===== config.mk =====
export PLATFORM = sky130hd
export DESIGN_NAME = alu_op_sequencer_flat
export DESIGN_NICKNAME = d
export VERILOG_FILES = /design/src/rtl/alu_op_sequencer_if.sv /design/src/rtl/alu_op_sequencer.sv /design/src/flat_wrapper.sv
export SDC_FILE = /design/constraint.sdc
export NUM_CORES = 1
export LEC_CHECK = 0
export ABC_CLOCK_PERIOD_IN_PS = 2600
export CAP_MARGIN = 25
export CELL_PAD_IN_SITES_DETAIL_PLACEMENT = 1
export CELL_PAD_IN_SITES_GLOBAL_PLACEMENT = 2
export CORE_MARGIN = 4
export CORE_UTILIZATION = 29
export CTS_CLUSTER_SIZE = 20
export DETAILED_ROUTE_END_ITERATION = 6
export GPL_TIMING_DRIVEN = 0
export PLACE_DENSITY_LB_ADDON = 0.15
export SYNTH_ARGS = -nofsm -noshare
export SYNTH_HDL_FRONTEND = slang
export SYNTH_SLANG_ARGS = --single-unit

===== constraint.sdc =====
create_clock -name clk -period 2.6 [get_ports clk]
set_input_delay 0.52 -clock clk [delete_from_list [all_inputs] [get_ports clk]]
set_output_delay 0.52 -clock clk [all_outputs]
set_load 0.02 [all_outputs]

===== src/rtl/alu_op_sequencer_if.sv =====
// rtl/alu_op_sequencer_if.sv - instruction handshake, register-file and ALU signals of the sequencer
interface alu_op_sequencer_if #(
    parameter int DW  = 8,
    parameter int RAW = 2
);
    logic                 in_valid;
    logic [4+2*RAW-1:0]   in_instr;
    logic                 in_ready;
    logic [RAW-1:0]       rf_raddr;
    logic [DW-1:0]        rf_rdata;
    logic                 rf_we;
    logic [RAW-1:0]       rf_waddr;
    logic [DW-1:0]        rf_wdata;
    logic [3:0]           alu_s;
    logic [DW-1:0]        alu_x;
    logic [DW-1:0]        alu_bus;
    logic [DW-1:0]        alu_dout;
    logic                 done;
    logic                 err;
    logic                 zero;

    modport master (
        input  in_valid, in_instr, rf_rdata, alu_dout,
        output in_ready, rf_raddr, rf_we, rf_waddr, rf_wdata,
               alu_s, alu_x, alu_bus, done, err, zero
    );

    modport slave (
        output in_valid, in_instr, rf_rdata, alu_dout,
        input  in_ready, rf_raddr, rf_we, rf_waddr, rf_wdata,
               alu_s, alu_x, alu_bus, done, err, zero
    );
endinterface


===== src/rtl/alu_op_sequencer.sv =====
// rtl/alu_op_sequencer.sv - multi-cycle controller running one reg-to-reg ALU instruction
module alu_op_sequencer #(
    parameter int DW  = 8,
    parameter int RAW = 2
) (
    input  logic                clk,
    input  logic                rst,
    alu_op_sequencer_if.master  sif
);
    localparam int IW = 4 + 2*RAW;

    typedef enum logic [2:0] {
        S_IDLE,
        S_RS,
        S_RD,
        S_EX,
        S_WB,
        S_ERR
    } state_t;

    state_t          state_q;
    logic [IW-1:0]   ir_q;
    logic [DW-1:0]   x_q;
    logic [DW-1:0]   bus_q;
    logic [DW-1:0]   res_q;
    logic            zero_q;
    logic            in_ready_q;
    logic [RAW-1:0]  rf_raddr_q;
    logic            rf_we_q;
    logic [RAW-1:0]  rf_waddr_q;
    logic [3:0]      alu_s_q;
    logic            done_q;
    logic            err_q;

    logic [3:0]      in_op_d;
    logic [RAW-1:0]  in_rs_d;
    logic [3:0]      ir_op;
    logic [RAW-1:0]  ir_rd;

    assign in_op_d = sif.in_instr[IW-1 -: 4];
    assign in_rs_d = sif.in_instr[RAW-1:0];
    assign ir_op   = ir_q[IW-1 -: 4];
    assign ir_rd   = ir_q[2*RAW-1 -: RAW];

    function automatic logic op_legal(input logic [3:0] op);
        return op <= 4'd8;
    endfunction

    function automatic logic op_needs_rs(input logic [3:0] op);
        return (op != 4'd0) && (op <= 4'd8);
    endfunction

    function automatic logic op_needs_rd(input logic [3:0] op);
        return (op == 4'd1) || (op == 4'd2) || (op == 4'd5) ||
               (op == 4'd6) || (op == 4'd8);
    endfunction

    // Output registers are loaded with the values of the state being entered,
    // so the read address is already stable when RS/RD samples rf_rdata.
    always_ff @(posedge clk) begin
        if (rst) begin
            state_q    <= S_IDLE;
            ir_q       <= '0;
            x_q        <= '0;
            bus_q      <= '0;
            res_q      <= '0;
            zero_q     <= 1'b0;
            in_ready_q <= 1'b1;
            rf_raddr_q <= '0;
            rf_we_q    <= 1'b0;
            rf_waddr_q <= '0;
            alu_s_q    <= 4'd0;
            done_q     <= 1'b0;
            err_q      <= 1'b0;
        end else begin
            case (state_q)
                S_IDLE: begin
                    if (sif.in_valid) begin
                        ir_q       <= sif.in_instr;
                        bus_q      <= '0;
                        in_ready_q <= 1'b0;
                        if (!op_legal(in_op_d)) begin
                            state_q <= S_ERR;
                            err_q   <= 1'b1;
                        end else if (op_needs_rs(in_op_d)) begin
                            state_q    <= S_RS;
                            rf_raddr_q <= in_rs_d;
                        end else begin
                            state_q <= S_EX;
                            alu_s_q <= in_op_d;
                        end
                    end
                end
                S_RS: begin
                    x_q <= sif.rf_rdata;
                    if (op_needs_rd(ir_op)) begin
                        state_q    <= S_RD;
                        rf_raddr_q <= ir_rd;
                    end else begin
                        state_q    <= S_EX;
                        rf_raddr_q <= '0;
                        alu_s_q    <= ir_op;
                    end
                end
                S_RD: begin
                    bus_q      <= sif.rf_rdata;
                    rf_raddr_q <= '0;
                    alu_s_q    <= ir_op;
                    state_q    <= S_EX;
                end
                S_EX: begin
                    res_q      <= sif.alu_dout;
                    zero_q     <= (sif.alu_dout == '0);
                    alu_s_q    <= 4'd0;
                    rf_we_q    <= 1'b1;
                    rf_waddr_q <= ir_rd;
                    done_q     <= 1'b1;
                    state_q    <= S_WB;
                end
                S_WB: begin
                    rf_we_q    <= 1'b0;
                    rf_waddr_q <= '0;
                    done_q     <= 1'b0;
                    in_ready_q <= 1'b1;
                    state_q    <= S_IDLE;
                end
                S_ERR: begin
                    err_q      <= 1'b0;
                    in_ready_q <= 1'b1;
                    state_q    <= S_IDLE;
                end
                default: begin
                    in_ready_q <= 1'b1;
                    state_q    <= S_IDLE;
                end
            endcase
        end
    end

    assign sif.in_ready = in_ready_q;
    assign sif.rf_raddr = rf_raddr_q;
    assign sif.rf_we    = rf_we_q;
    assign sif.rf_waddr = rf_waddr_q;
    assign sif.rf_wdata = res_q & {DW{rf_we_q}};
    assign sif.alu_s    = alu_s_q;
    assign sif.alu_x    = x_q;
    assign sif.alu_bus  = bus_q;
    assign sif.done     = done_q;
    assign sif.err      = err_q;
    assign sif.zero     = zero_q;
endmodule


===== src/flat_wrapper.sv =====
// flat-port wrapper written by rule: the top's interface ports become plain ports
module alu_op_sequencer_flat 
#(
    parameter int DW  = 8,
    parameter int RAW = 2
)
  (clk, rst, sif_in_valid, sif_in_instr, sif_rf_rdata, sif_alu_dout, sif_in_ready, sif_rf_raddr, sif_rf_we, sif_rf_waddr, sif_rf_wdata, sif_alu_s, sif_alu_x, sif_alu_bus, sif_done, sif_err, sif_zero);
  alu_op_sequencer_if #(.DW(DW), .RAW(RAW)) sif_i ();
  input  logic clk;
  input  logic rst;
  input wire logic [$bits(sif_i.in_valid)-1:0] sif_in_valid;
  input wire logic [$bits(sif_i.in_instr)-1:0] sif_in_instr;
  input wire logic [$bits(sif_i.rf_rdata)-1:0] sif_rf_rdata;
  input wire logic [$bits(sif_i.alu_dout)-1:0] sif_alu_dout;
  output wire logic [$bits(sif_i.in_ready)-1:0] sif_in_ready;
  output wire logic [$bits(sif_i.rf_raddr)-1:0] sif_rf_raddr;
  output wire logic [$bits(sif_i.rf_we)-1:0] sif_rf_we;
  output wire logic [$bits(sif_i.rf_waddr)-1:0] sif_rf_waddr;
  output wire logic [$bits(sif_i.rf_wdata)-1:0] sif_rf_wdata;
  output wire logic [$bits(sif_i.alu_s)-1:0] sif_alu_s;
  output wire logic [$bits(sif_i.alu_x)-1:0] sif_alu_x;
  output wire logic [$bits(sif_i.alu_bus)-1:0] sif_alu_bus;
  output wire logic [$bits(sif_i.done)-1:0] sif_done;
  output wire logic [$bits(sif_i.err)-1:0] sif_err;
  output wire logic [$bits(sif_i.zero)-1:0] sif_zero;
  assign sif_i.in_valid = sif_in_valid;
  assign sif_i.in_instr = sif_in_instr;
  assign sif_i.rf_rdata = sif_rf_rdata;
  assign sif_i.alu_dout = sif_alu_dout;
  assign sif_in_ready = sif_i.in_ready;
  assign sif_rf_raddr = sif_i.rf_raddr;
  assign sif_rf_we = sif_i.rf_we;
  assign sif_rf_waddr = sif_i.rf_waddr;
  assign sif_rf_wdata = sif_i.rf_wdata;
  assign sif_alu_s = sif_i.alu_s;
  assign sif_alu_x = sif_i.alu_x;
  assign sif_alu_bus = sif_i.alu_bus;
  assign sif_done = sif_i.done;
  assign sif_err = sif_i.err;
  assign sif_zero = sif_i.zero;
  alu_op_sequencer #(.DW(DW), .RAW(RAW)) u_core (.clk(clk), .rst(rst), .sif(sif_i));
endmodule

==> reports/results.txt, run 1 <==
The kind of critical path was reg -> out. Clock-pin slew was measured on the worst setup and hold paths at 0.08 ns. In this run the remaining antenna-violating nets after routing total 0.

The sequential element share of the synthesized area was 0.467. The signal on the critical path passes through and2_1, clkdlybuf4s50_1. At the pin with the least slew margin, the transition time is 0.626 ns. Setup repair after global routing left no endpoint under its margin. The logs give 1930 um2 for the synthesized cell area and 465 MHz for the upper clock frequency limit. The kind of cell with the highest combined delay along the critical path is buffers and inverters.

The synthesized design contains 45 register bits. The power per cell area was 669 nW/um2. Counting distinct cell types in the post-synthesis netlist gives 39.

The number of cells on the worst hold path is 2. The standard cell core area is 6420 um2. The arrival time at the worst endpoint was 1.63 ns; the count of maximum capacitance violations was 0. Of all nets on the critical path, the largest fanout is 12. The number of clock sinks is 45. By area, the combinational part of the netlist is dominated by simple AND/OR/NAND/NOR gates. Dividing the detail-routed wire length by the instance count gives 15.7 um.

In the layout the commonest cells are 63 x sky130_fd_sc_hd__clkdlybuf4s50_1, 45 x sky130_fd_sc_hd__dfxtp_1, 38 x sky130_fd_sc_hd__nor2_1. The delay of the slowest cell on the worst path works out to 0.60 ns. The average vias per placed instance was 4.96; the remaining max-slew budget at the tightest pin was 0.580. The cell count after synthesis came out at 203.

Entering global routing, the biggest net connects 14 pins. The shortest period the worst path allows was 2.15 ns; the clock skew after layout was 0.00582 ns. For this block, the initial DRC count from the detailed router was 51. The total global routing overflow was 0. The worst min-delay path category is reg -> reg. The final hold slack was 0.471 ns; the boundary pin count was 64.

The initial antenna violation count is 0. Across all layers, the routed design uses 1742 vias. After clock tree synthesis, the repair step resized 0 gates.

Xor/xnor share of the synthesized area: 0.00454. The worst setup path is captured at a primary output. The mux share of post-synthesis cell area was 0.145; the number of buffers inserted during clock tree synthesis was 5. The post-layout utilization of the core was 0.432; the compound-cell area share of the yosys netlist was 0.149.

Number of buffer and inverter stages on the critical path: 1. The overall fraction of global-route tracks in use is 0.139, and the synthesized area per cell is 9.51 um2. Register share of total power: 0.427.

The maximum clock insertion buffer count is 2, and the die boundary width is 89.6 um. Synthesis produced a netlist with a net count of 230. The clock root buffer master was sky130_fd_sc_hd__clkbuf_8. Leading cell type in the layout, fill and taps excluded: sky130_fd_sc_hd__clkdlybuf4s50_1. The top-area cell type share of the netlist area is 0.467. The tools report the number of H-tree branching levels as 2.

The largest area contributor in the synthesized netlist was sky130_fd_sc_hd__dfxtp_1. The logs give 2770 um2 for the cell area after layout and 0.276 for the part of the total power dissipated in combinational logic. The post-synthesis async set-or-reset flop share is 0, and the leakage power summed over all cells is 0.00108 uW. The via count of the first global-routing pass was 1659; the data required time at the worst endpoint was 2.08 ns.

The tools report the kind of start point of the critical path as a register. Setup violations remaining at the end of the flow were counted as 0. The count of final hold-check violations is 0.

The pre-antenna-repair detailed-routing pass consisted of 4 iterations. The logs give 5510 um for the routed wire length and 0 for the number of synthesis warnings. The area share of fa/ha/maj cells after synthesis is 0, and the internal power of the cells is 1310 uW. After detailed placement, the total cell area comes to 2660 um2. The die covers 8030 um2.

Detailed placement finished with a half-perimeter wire length of 4100 um. The repair_antennas step left the layout with diodes totalling 0. For the number of buffers inserted for hold repair after clock tree synthesis, the log shows 0. Among all flip-flop cells after synthesis, the most frequent one is sky130_fd_sc_hd__dfxtp_1. Cell at the slowest stage of the critical path: sky130_fd_sc_hd__clkdlybuf4s50_1.

Measured in cells, the most critical reg-to-reg path has a length of 6. The net switching component of the power was 548 uW. TritonCTS built the clock tree. The ratio of cells with drive above 1 in the final layout is 0.0803, and the portion of total power attributed to the clock network is 0.296. The tools report the starting density of the core as 0.301. Wire length of the first global-routing pass: 8570 um. Total count of max-transition violations in the final report: 0. Adding up every negative setup slack in the final design gives 0 ns. Clock latency on the worst-skew pair, taken at its later pin, is 0.30 ns. The post-route clock period utilization is 0.827, and the count of flip-flops with a built-in enable after synthesis is 0.

The logs give 29 for the number of rows in the core area and 300 for the number of nets in the final layout. The depth of the critical timing path with buffers and inverters included came out at 2. Relative to the synthesized area, the layout overhead comes to 43.7%. Routability-driven placement finished with a final weighted congestion of 0.738. The number of post-CTS setup repair buffers is 0, and the count of buffers inserted at the top-level ports is 63.

After synthesis, the cell types taking the most area are sky130_fd_sc_hd__dfxtp_1 47%, sky130_fd_sc_hd__mux2i_1 11%, sky130_fd_sc_hd__nor2_1 7.4%, sky130_fd_sc_hd__a22oi_1 3.1%, sky130_fd_sc_hd__mux2_4 3.1%. The DRC violation count after routing came out at 0. The run finished with clean final reports.

The height of the die works out to 89.6 um. The switching share of power works out to 0.295. The peak supply drop is 0.267 mV, and the synthesized-area fraction occupied by and/or/nand/nor cells is 0.196.
[final timing paths]
check,startpoint,end,slack [ns]
worst min-delay path,u_core.sif.zero,u_core.sif.zero,0.47
worst max-delay path,u_core.sif.rf_we,sif_rf_wdata[2],0.45
worst max register to register,u_core.state_q[1],u_core.sif.rf_raddr[0],0.68
worst min register to register,u_core.sif.zero,u_core.sif.zero,0.47
[cell usage after synthesis (2+ instances only)]
library cell and number:
sky130_fd_sc_hd__a21oi_1 7, sky130_fd_sc_hd__and2_1 9, sky130_fd_sc_hd__nor4_1 4, sky130_fd_sc_hd__inv_1 2, sky130_fd_sc_hd__nand3b_1 2, sky130_fd_sc_hd__nor2b_1 5, sky130_fd_sc_hd__o221ai_1 2, sky130_fd_sc_hd__buf_2 5
sky130_fd_sc_hd__nand2_1 3, sky130_fd_sc_hd__nor2_1 38, sky130_fd_sc_hd__a22oi_1 8, sky130_fd_sc_hd__o21ai_0 6, sky130_fd_sc_hd__o31ai_1 2, sky130_fd_sc_hd__nor3_1 3, sky130_fd_sc_hd__mux2_4 4, sky130_fd_sc_hd__mux2i_1 22
sky130_fd_sc_hd__nand3_1 2, sky130_fd_sc_hd__a32oi_1 6, sky130_fd_sc_hd__and3_1 2, sky130_fd_sc_hd__dfxtp_1 45, sky130_fd_sc_hd__clkbuf_1 8
[per-layer routing]
layer,wire length (um),vias to the layer above,GRT usage,share of wire
met5,0,-,0,0
met4,68,0,0.0406,0.012
met3,277,5,0.0319,0.050
met2,2550,39,0.215,0.46
met1,2620,833,0.192,0.47
li1,-,865,-,-
[cell families (layout without fill, tap and decap cells)]
logic type      count (synthesis)  count (layout)
simple gates                   75              75
flops                          45              45
compound gates                 39              39
mux                            26              26
buf+inv                        17              88
xor+xnor                        1               1
[power by group through the flow]
stage	Clock (uW)	Combinational, uW	Sequential, uW
floorplan	0	255	855
global placement	0	517	808
detailed placement	0	517	810
CTS	569	520	794
global route	607	562	803
finish	550	513	793
[sequential cells by signal (all words and copies together), names as in the netlist]
name / count
u_core.sif.zero: 1
u_core.sif.alu_s: 4
u_core.sif.in_ready: 1
u_core.ir_q: 6
u_core.sif.rf_we: 1
u_core.sif.rf_raddr: 2
u_core.sif.alu_bus: 8
u_core.sif.alu_x: 8
u_core.sif.err: 1
u_core.state_q: 3
u_core.res_q: 8
u_core.sif.rf_waddr: 2
[worst register-to-register path, delay by kind of cell, from the launching register on]
kind | cells | cell delay (ns)
AOI/OAI and AO/OA | 1 | 0.07
and+or+nand+nor | 3 | 1.02
DFF | 1 | 0.30
buffers and inverters | 2 | 0.41
[per-stage QoR]
| step | std cells | power, uW | worst slack (ns) |
|---|---|---|---|
| after detailed placement | 343 | 1330 | 0.257 |
| after global routing | 351 | 1970 | 0.322 |
| final | 351 | 1860 | 0.449 |
| after CTS | 351 | 1880 | 0.410 |
| after global placement | 343 | 1320 | 0.310 |
| after floorplan | 203 | 1110 | 0.908 |
[area by class of cell]
| class | instances | area (um2) |
|---|---|---|
| Fill cell | 743 | 3650 |
| Multi-Input combinational cell | 141 | 956 |
| Sequential cell | 45 | 901 |
| Timing Repair Buffer | 63 | 631 |
| Tap cell | 77 | 96.3 |
| Clock buffer | 7 | 86.3 |
| Buffer | 14 | 62.6 |
| Clock inverter | 1 | 30.0 |
| Inverter | 3 | 11.3 |
(Power assumes the default switching activity.)
==> run 2: changes to the inputs <==
ABC_CLOCK_PERIOD_IN_PS = 2200   (was 2600)
CORE_UTILIZATION = 26   (was 29)
clock period = 2.2 ns   (was 2.6 ns; I/O delays follow)
==> run 2 against run 1 <==
Sequential cell count stayed put. Cell area up 0.95%. Sequential share of layout area fell by 0.30 points. Critical path depth unchanged. Clock power grew 19%. First-iteration DRC count is 31% lower. Critical endpoint is now sif_rf_wdata[4].
==> reports/results.txt, run 2 (same netlist as run 1, synthesis figures left out) <==
The run finished with clean final reports. The setup check on the worst reg-to-reg path leaves a slack of 0.39 ns. CTS saw 45 sinks. The type of element capturing the critical path was a primary output. The congestion estimate from routability-driven global placement came to 0.742. The routed design could run at a clock period as short as 2.07 ns.

Origin of the critical flop-to-flop path: u_core.state_q[1]. The overall fraction of global-route tracks in use is 0.138. The via count of the first global-routing pass is 1899, and the post-route worst setup slack is 0.125 ns. Once the clock tree was built, the resizer swapped 0 gates to a different size. The worst hold path belongs to the class reg -> reg. The number of vias after detailed routing was 1758; the count of maximum capacitance violations was 0.

The count of buffers inserted at the top-level ports works out to 63. The worst-margin pin slew was 0.577 ns. The library cells used most frequently in the layout, excluding fill and tap cells, are 63 x sky130_fd_sc_hd__clkdlybuf4s50_1, 45 x sky130_fd_sc_hd__dfxtp_1, 38 x sky130_fd_sc_hd__nor2_1. The number of nets in the final layout is 300, and the detailed-placement wirelength estimate is 4180 um. The maximum clock insertion buffer count came out at 2.

Counting the buffers created by CTS gives 5. Including well taps, the total number of placed cells is 365. The remaining max-slew budget at the tightest pin came out at 0.613. Starting density of the core: 0.266. Global routing finished with a remaining overflow of 0.

The library cell used most frequently in the layout, excluding fill and tap cells, is sky130_fd_sc_hd__clkdlybuf4s50_1. The routed wire length was 5760 um. The critical path in this run is classified as reg -> out. The initial antenna violation count was 0; the peak supply drop was 0.286 mV. The run gives 0.00107 uW as the leakage power summed over all cells.

Relative to the synthesized area, the layout overhead comes to 45.0%. The die covers 8870 um2. The boundary pin count was 64. The number of buffers inserted for hold repair after clock tree synthesis was 0. The tools report the total of endpoints with negative setup slack in the final report as 0. The largest net degree at the start of global routing was 16; the count of final hold-check violations was 0. The height of the die was 94.2 um; the upper clock frequency limit was 482 MHz. In this run the most critical hold path is launched from u_core.sif.zero. After detailed placement, the total cell area comes to 2690 um2. In this run the clock root is driven by a sky130_fd_sc_hd__clkbuf_8. The initialized floorplan defines 31 standard-cell rows. After routing the design area is 2800 um2. The post-route clock period utilization works out to 0.943. The number of post-CTS setup repair buffers is 0.

The register clock-pin slew on the reported worst setup and hold paths works out to 0.09 ns. DRC marker count from the first detailed-route iteration: 35. The first TritonRoute pass finished after 4 iterations.

TritonCTS built the clock tree. In this run the critical register-to-register path is captured at u_core.sif.rf_raddr[1]. Summing internal, switching and leakage power gives 2200 uW. Measured in cells, the most critical reg-to-reg path has a length of 6.

After detailed routing, the average wire length per cell comes to 15.4 um. The power per cell area is 784 nW/um2. Ratio of cells with drive above 1 in the final layout: 0.0839. The layout has 861 filler cells. The number of cells on the worst hold path was 2.

The worst hold path terminates at u_core.sif.zero. The number of H-tree branching levels came out at 2. The first global-routing pass estimated 9550 um of wire. The die boundary width works out to 94.2 um. Once layout is complete, the cells apart from fillers number 373. Prior to clock tree synthesis, the placed netlist has a worst setup slack of -0.0740 ns.

Clock latency on the worst-skew pair, taken at its later pin, is 0.31 ns. Dividing the detail-routed via count by the number of cells gives 4.71. 0 antenna diodes ended up in the layout. At the worst endpoint, the required time is 1.76 ns. Arrival time at the worst endpoint: 1.63 ns. The total count of max-transition violations in the final report is 0. Setup repair after global routing left no endpoint under its margin. The kind of start point of the critical path is a register.

After detailed routing, the number of remaining DRC violations is 0. Across the routed clock network, the largest skew measured is 0.00461 ns. The run gives 7250 um2 as the standard cell core area. The maximum fanout along the worst path came out at 12. In this run the remaining antenna-violating nets after routing total 0.
==> run 2: changes by cell type in the layout (fill, tap and decap cells not counted) <==
cell                         delta
sky130_fd_sc_hd__clkbuf_1       -1
sky130_fd_sc_hd__clkbuf_8       -1
sky130_fd_sc_hd__clkinv_4       +1
sky130_fd_sc_hd__clkinvlp_4     +1
==> run 2: per-stage QoR <==
stage          setup TNS, ns  hold WS (ns)  utilization
4_1_cts                    0         0.468        0.386
3_3_place_gp          -0.196         0.444        0.370
6_report                   0         0.459        0.386
5_1_grt                    0         0.491        0.386
2_1_floorplan              0         0.455            -
3_5_place_dp           -1.15         0.455        0.370
==> run 2: worst max-delay path, cell delays in order (launching register included) <==
cell and delay [ns]:
sky130_fd_sc_hd__dfxtp_1 0.54, sky130_fd_sc_hd__and2_1 0.19, sky130_fd_sc_hd__clkdlybuf4s50_1 0.61
==> run 2: power breakdown <==
part,switching (uW),internal (uW)
clock network,311,340
registers,50.3,890
logic,320,285
==> run 2: final cells by class <==
cell class              count  area, um2  area share
well taps                  99        124      0.0442
multi-input cells         141        956       0.341
flip-flops and latches     45        901       0.322
repair buffers             63        631       0.225
clock buffers               5       68.8      0.0246
clock inverters             3       46.3      0.0165
plain buffers              14       62.6      0.0223
inverters                   3       11.3     0.00402
==> run 2: routing by layer <==
layer	vias to the layer above	global-route usage	part of all wire	wire length (um)
met3	6	0.0441	0.058	332
met2	46	0.223	0.47	2710
met5	-	0	0	0
met1	839	0.177	0.46	2650
li1	867	-	-	-
met4	0	0.0361	0.011	63
==> run 2: worst max path at each step <==
stage                     startpoint             endpoint  slack, ns
floorplan             u_core.ir_q[7]  u_core.sif.alu_s[0]       0.51
global placement                 rst      u_core.res_q[6]      -0.02
detailed placement               rst      u_core.res_q[5]      -0.07
CTS                 u_core.sif.rf_we      sif_rf_wdata[2]       0.07
global route        u_core.sif.rf_we      sif_rf_wdata[4]       0.02
finish              u_core.sif.rf_we      sif_rf_wdata[4]       0.13
